$ cat config.mk
export PLATFORM = sky130hd
export DESIGN_NAME = turn_sequencer
export DESIGN_NICKNAME = d
export VERILOG_FILES = /design/src/rtl/turn_sequencer.sv
export SDC_FILE = /design/constraint.sdc
export NUM_CORES = 1
export LEC_CHECK = 0
export ABC_CLOCK_PERIOD_IN_PS = 3000
export CAP_MARGIN = 20
export CORE_ASPECT_RATIO = 0.8
export CORE_MARGIN = 4
export CORE_UTILIZATION = 50
export CTS_CLUSTER_SIZE = 12
export DETAILED_ROUTE_END_ITERATION = 7
export PLACE_DENSITY = 0.81
export SLEW_MARGIN = 0
export SYNTH_ARGS = -nofsm -noshare
export SYNTH_HDL_FRONTEND = slang
export SYNTH_SLANG_ARGS = --single-unit
$ cat constraint.sdc
create_clock -name clk -period 3 [get_ports clk]
set_clock_uncertainty 0.15 [all_clocks]
set_input_delay 0.45 -clock clk [delete_from_list [all_inputs] [get_ports clk]]
set_output_delay 0.45 -clock clk [all_outputs]
set_load 0.01 [all_outputs]
$ cat src/rtl/turn_sequencer.sv
// Round sequencer: cursor, per-unit SELECT/TARGET/UNIT_ANIM turns, then one ENEMY_ANIM phase.
// Latency: every state change is registered and visible one cycle after its pulse; anim phases last ANIM_DIV*ANIM_LEN cycles.
// Backpressure: none; pulses that do not apply to the current phase are dropped. Optional TURN_SEQ_SKIP_EN skips dead units.
module turn_sequencer #(
  parameter int N_UNITS  = 2,
  parameter int MAP_W    = 20,
  parameter int MAP_H    = 15,
  parameter int POS_W    = 9,
  parameter int ANIM_DIV = 1048576,
  parameter int ANIM_LEN = 16,
  parameter int CUR_X0   = 7,
  parameter int CUR_Y0   = 7
) (
  input  logic                     clk,
  input  logic                     rst,
  input  logic                     move_left,
  input  logic                     move_right,
  input  logic                     move_up,
  input  logic                     move_down,
  input  logic                     select_pulse,
  input  logic                     end_pulse,
  input  logic [N_UNITS*POS_W-1:0] unit_pos,
  input  logic [N_UNITS-1:0]       unit_alive,
  output logic [4:0]               cursor_x,
  output logic [4:0]               cursor_y,
  output logic [POS_W-1:0]         selected_pos,
  output logic [1:0]               phase,
  output logic [2:0]               active_unit,
  output logic [POS_W-1:0]         active_pos,
  output logic [POS_W-1:0]         target_pos,
  output logic [3:0]               anim_count,
  output logic [7:0]               round_count,
  output logic                     turn_done
);

  localparam int PRE_W = (ANIM_DIV > 1) ? $clog2(ANIM_DIV) : 1;

  typedef enum logic [1:0] {
    PH_SELECT     = 2'd0,
    PH_TARGET     = 2'd1,
    PH_UNIT_ANIM  = 2'd2,
    PH_ENEMY_ANIM = 2'd3
  } phase_e;

  phase_e             phase_q, phase_d;
  logic [4:0]         cursor_x_q, cursor_x_d;
  logic [4:0]         cursor_y_q, cursor_y_d;
  logic [2:0]         active_unit_q, active_unit_d;
  logic [POS_W-1:0]   target_pos_q, target_pos_d;
  logic [3:0]         anim_count_q, anim_count_d;
  logic [PRE_W-1:0]   prescaler_q, prescaler_d;
  logic [7:0]         round_count_q, round_count_d;
  logic               turn_done_q, turn_done_d;

  // Successor unit after the active one, and first unit of a new round.
  logic [2:0] adv_unit, first_unit;
  logic       adv_none, first_none, cur_dead;

  assign selected_pos = POS_W'(32'(cursor_y_q) * MAP_W + 32'(cursor_x_q));
  assign cursor_x     = cursor_x_q;
  assign cursor_y     = cursor_y_q;
  assign phase        = phase_q;
  assign active_unit  = active_unit_q;
  assign target_pos   = target_pos_q;
  assign anim_count   = anim_count_q;
  assign round_count  = round_count_q;
  assign turn_done    = turn_done_q;

  // Position of the acting unit; enemy phase has no player position.
  always_comb begin
    active_pos = '0;
    if (phase_q != PH_ENEMY_ANIM) begin
      for (int k = 0; k < N_UNITS; k++) begin
        if (active_unit_q == 3'(k)) active_pos = unit_pos[k*POS_W +: POS_W];
      end
    end
  end

`ifdef TURN_SEQ_SKIP_EN
  // Next alive unit after the active one / from index 0; flag when none remain.
  always_comb begin
    adv_none   = 1'b1;
    adv_unit   = active_unit_q;
    first_none = 1'b1;
    first_unit = 3'd0;
    cur_dead   = 1'b0;
    for (int k = N_UNITS-1; k >= 0; k--) begin
      if (3'(k) > active_unit_q && unit_alive[k]) begin
        adv_none = 1'b0;
        adv_unit = 3'(k);
      end
      if (unit_alive[k]) begin
        first_none = 1'b0;
        first_unit = 3'(k);
      end
      if (active_unit_q == 3'(k) && !unit_alive[k]) cur_dead = 1'b1;
    end
  end
`else
  logic unused_alive;
  assign unused_alive = ^unit_alive;

  // Every unit takes a turn in index order.
  always_comb begin
    adv_none   = (active_unit_q == 3'(N_UNITS-1));
    adv_unit   = active_unit_q + 3'd1;
    first_none = 1'b0;
    first_unit = 3'd0;
    cur_dead   = 1'b0;
  end
`endif

  // Cursor steps only while a player is choosing; opposing pulses cancel.
  always_comb begin
    cursor_x_d = cursor_x_q;
    cursor_y_d = cursor_y_q;
    if (phase_q == PH_SELECT || phase_q == PH_TARGET) begin
      if (move_left && !move_right && cursor_x_q != 5'd0)
        cursor_x_d = cursor_x_q - 5'd1;
      else if (move_right && !move_left && cursor_x_q != 5'(MAP_W-1))
        cursor_x_d = cursor_x_q + 5'd1;
      if (move_up && !move_down && cursor_y_q != 5'd0)
        cursor_y_d = cursor_y_q - 5'd1;
      else if (move_down && !move_up && cursor_y_q != 5'(MAP_H-1))
        cursor_y_d = cursor_y_q + 5'd1;
    end
  end

  // Phase sequencing, animation timing and round bookkeeping.
  always_comb begin
    logic do_adv;
    logic anim_tick;
    phase_d       = phase_q;
    active_unit_d = active_unit_q;
    target_pos_d  = target_pos_q;
    anim_count_d  = anim_count_q;
    prescaler_d   = '0;
    round_count_d = round_count_q;
    turn_done_d   = 1'b0;
    do_adv        = 1'b0;
    anim_tick     = (prescaler_q == PRE_W'(ANIM_DIV-1));
    case (phase_q)
      PH_SELECT: begin
        if (cur_dead)          do_adv = 1'b1;
        else if (select_pulse) phase_d = PH_TARGET;
        else if (end_pulse)    do_adv = 1'b1;
      end
      PH_TARGET: begin
        if (cur_dead)          do_adv = 1'b1;
        else if (select_pulse) phase_d = PH_SELECT;
        else if (end_pulse) begin
          phase_d      = PH_UNIT_ANIM;
          target_pos_d = selected_pos;
          anim_count_d = 4'd0;
        end
      end
      default: begin
        prescaler_d = anim_tick ? '0 : prescaler_q + PRE_W'(1);
        if (anim_tick) begin
          if (anim_count_q == 4'(ANIM_LEN-1)) begin
            anim_count_d = 4'd0;
            if (phase_q == PH_UNIT_ANIM) begin
              do_adv = 1'b1;
            end else begin
              turn_done_d   = 1'b1;
              round_count_d = round_count_q + 8'd1;
              if (first_none) begin
                active_unit_d = 3'd0;
                phase_d       = PH_ENEMY_ANIM;
              end else begin
                active_unit_d = first_unit;
                phase_d       = PH_SELECT;
              end
            end
          end else begin
            anim_count_d = anim_count_q + 4'd1;
          end
        end
      end
    endcase
    if (do_adv) begin
      anim_count_d = 4'd0;
      if (adv_none) begin
        phase_d = PH_ENEMY_ANIM;
      end else begin
        active_unit_d = adv_unit;
        phase_d       = PH_SELECT;
      end
    end
  end

  // State registers with synchronous reset.
  always_ff @(posedge clk) begin
    if (rst) begin
      phase_q       <= PH_SELECT;
      cursor_x_q    <= 5'(CUR_X0);
      cursor_y_q    <= 5'(CUR_Y0);
      active_unit_q <= 3'd0;
      target_pos_q  <= '0;
      anim_count_q  <= 4'd0;
      prescaler_q   <= '0;
      round_count_q <= 8'd0;
      turn_done_q   <= 1'b0;
    end else begin
      phase_q       <= phase_d;
      cursor_x_q    <= cursor_x_d;
      cursor_y_q    <= cursor_y_d;
      active_unit_q <= active_unit_d;
      target_pos_q  <= target_pos_d;
      anim_count_q  <= anim_count_d;
      prescaler_q   <= prescaler_d;
      round_count_q <= round_count_d;
      turn_done_q   <= turn_done_d;
    end
  end

endmodule

==> summary.txt <==
Worst hold path
  • Hold Startpoint: prescaler_q[0]$_SDFF_PP0_
  • Hold Path Sink: prescaler_q[0]$_SDFF_PP0_
  • Tightest Hold Check Type: register to register
  • Hold depth: 1

Die
  • Die area: 8060 um2
  • # rows: 26
  • Ports: 83
  • Initial core utilization: around half
  • CORE AREA: around 6400 um2
  • Horiz. Die Dim: roughly 100 um
  • Die H: ~80 um

Setup path
  • Worst Setup SP: cursor_y[3]$_SDFFE_PP0P_
  • Startpoint types: register
  • Reg2Reg Launch Point: cursor_y[3]$_SDFFE_PP0P_
  • Critical setup path kind: register to primary output
  • Reg2Reg Capture Point: target_pos[8]$_SDFFE_PP0P_
  • Worst Path Required: 2.40 ns
  • Crit end category: primary output
  • Arrival time worst endpoint: around 2.4 ns
  • Crit-path max FO: 2
  • Reg2Reg Setup Slack: 0.45 ns
  • Worst R2R Path Depth: 10

Synth
  • Synth warn: 0
  • Synth unique cells: 47
  • Top FF cell, synth: dfxtp_1
  • Yosys reg bits: 57
  • Syn Inst Count: 405
  • Post-synth net total: around 460
  • Post-synth EDFFs: 0
  • Synth area leaders: dfxtp_1 (34%), ha_1 (7.9%), nor2_1 (7.4%)
  • FFs w/ async S/R, synth: 0%
  • Yosys top cell area share: about a third
  • Synth area leader: dfxtp_1
  • Post-synthesis sequential area ratio: 34.2%
  • Syn avg cell area: around 8.2 um2
  • Post-Syn Area: ~3300 um2

Route
  • Wirelength per Cell: 15.6 um
  • Detail Route Antenna Nets: 0
  • Number of vias in the routed layout: about 3300
  • DRT Wirelength: about 9200 um
  • Router iterations before antenna repair: 5
  • Vias per cell: around 5.6
  • # DRC: 0
  • Detailed Route Iter0 Violations: about 140

Global routing
  • Gr usage total: between 20 and 25%
  • Vias in the first global route: around 3200
  • Gr ovfl total: 0
  • First-pass GRT wire length: around 14000 um
  • Largest net degree at the start of global routing: 40
  • Antenna violations before repair: 0

Clock tree
  • Hold Buf Count CTS: 0
  • Max H-tree Level: 3
  • CTS tree: built
  • Clock Latency Late Sink: around 0.34 ns
  • Clock transition at path regs: roughly 0.070 ns
  • CTS buffer count: 9
  • Clock tree buffer depth: 2
  • Clk sinks: 57
  • Clock root buffer: clkbuf_8

Timing
  • Fmax: between 0.3 and 0.4 GHz
  • RSZ-0062 raised after global routing: yes
  • Setup violations, final: 0
  • Max-slew violation count: 0
  • Setup TNS: 0 ns
  • Fin crit period: 2.99 ns
  • Crit share post-route: between 90% and 100%
  • Final Hold Vio Count: 0
  • Min Hold Slack: approximately 0.29 ns
  • Slew margin rel.: around half
  • Tightest Pin Transition: ~0.73 ns

Layout
  • Commonest cells after routing, fill and taps aside: clkdlybuf4s50_1 (76), nor2_1 (66), dfxtp_1 (54)
  • Fraction of layout cells with a size suffix above 1: between 10% and 20%
  • Filler cells: between 400 and 500
  • Syn-to-layout area delta: 38.8%
  • Commonest non-fill, non-tap cell in the layout: clkdlybuf4s50_1
  • # nets final: 553
  • N_diodes: 0

Placed design
  • Hpwl dp: about 6400 um
  • Placer Congestion: 0.829
  • Port Buffer Count: 80

Power and ir drop
  • VDD IR-drop max: 0.351 mV
  • Pleak: between 1.5 and 2 nW
  • Power Density: 625 nW/um2

Status
  • Status: finished, final reports clean

Flow run
  • Max-cap violation count: 0
-- critical path, cell delays in order (launching register included) --
cell     delay, ns
dfxtp_2       0.34
ha_4          0.25
ha_4          0.16
fa_1          0.53
nand2_1       0.10
or3_1         0.34
xor2_1        0.17
buf_2         0.16
-- synth_stat cells, types with 3 or more instances --
cell	count
ha_1	21
dfxtp_1	57
and2_1	3
xor2_1	15
o21ai_0	4
nand3_1	19
and3_1	3
a22oi_1	9
a21o_1	4
nand2_1	32
clkbuf_1	14
nor2b_1	4
mux2_2	3
nand2b_1	12
nor3_1	15
xnor2_1	18
a211o_1	4
inv_1	20
nand4_1	8
mux2i_1	6
a211oi_1	3
a31oi_1	3
and4_1	3
nor2_1	66
a21oi_1	25
fa_1	4
-- report_power, final --
part | switching, mW | internal (mW)
logic | 0.554 | 0.679
registers | 0.0394 | 0.797
clock network | 0.314 | 0.509
-- metrics by stage --
stage | cell area [um2] | util [%] | power (mW) | setup slack (ns) | cells
global placement | 4320 | 67.0 | 1.92 | -0.0973 | 571
global route | 4630 | 71.9 | 3.04 | -0.0778 | 589
finish | 4630 | 71.9 | 2.89 | 0.0137 | 589
detailed placement | 4320 | 67.0 | 1.96 | -0.123 | 571
floorplan | 3340 | - | 1.41 | 0.237 | 405
CTS | 4580 | 71.2 | 2.84 | 0.0103 | 589
-- kinds of logic after synthesis --
family	count (synthesis)	share of synthesized area, %
compound gates	64	12.6
flops	57	34.2
fa+ha+maj	25	10.3
xor+xnor	34	9.33
buf+inv	37	4.38
mux	9	2.81
simple gates	179	26.4
-- area by class of cell --
cell class                 count  area [um2]  area share (%)
inverter                      20        75.1            1.62
clock buffer                  11         151            3.27
tap                           84         105            2.27
sequential                    57        1140            24.7
clock inverter                 5        77.6            1.67
timing repair buffer         101         956            20.6
multi-input combinational    311        2120            45.8
-- routing by layer --
| metal | global-route usage, % | wire length [um] | part of all wire (%) |
|---|---|---|---|
| met5 | 0 | 0 | 0 |
| met4 | 6.96 | 91 | 0.99 |
| met3 | 6.95 | 607 | 6.6 |
| met2 | 38.0 | 4570 | 50 |
| met1 | 27.0 | 3920 | 43 |
-- repair_timing --
item                       4_1_cts  5_1_grt
pin swaps                        9        3
setup buffers                    3        0
setup endpoints to repair        3        4
gates resized for setup         18       11
-- sequential cells by signal (all words and copies together), names as in the netlist --
register	cells
phase	2
cursor_x	5
turn_done	1
cursor_y	5
active_unit	3
round_count	8
target_pos	9
prescaler_q	20
anim_count	4
-- worst max-delay path by stage --
stage                      endpoint  slack (ns)  cells past startpoint
floorplan           selected_pos[7]        0.24                      6
global placement    selected_pos[7]        -0.1                      7
detailed placement  selected_pos[7]       -0.12                      7
CTS                 selected_pos[6]        0.01                      8
global route        selected_pos[7]       -0.08                      7
finish              selected_pos[7]        0.01                      7
(Power assumes the default switching activity.)
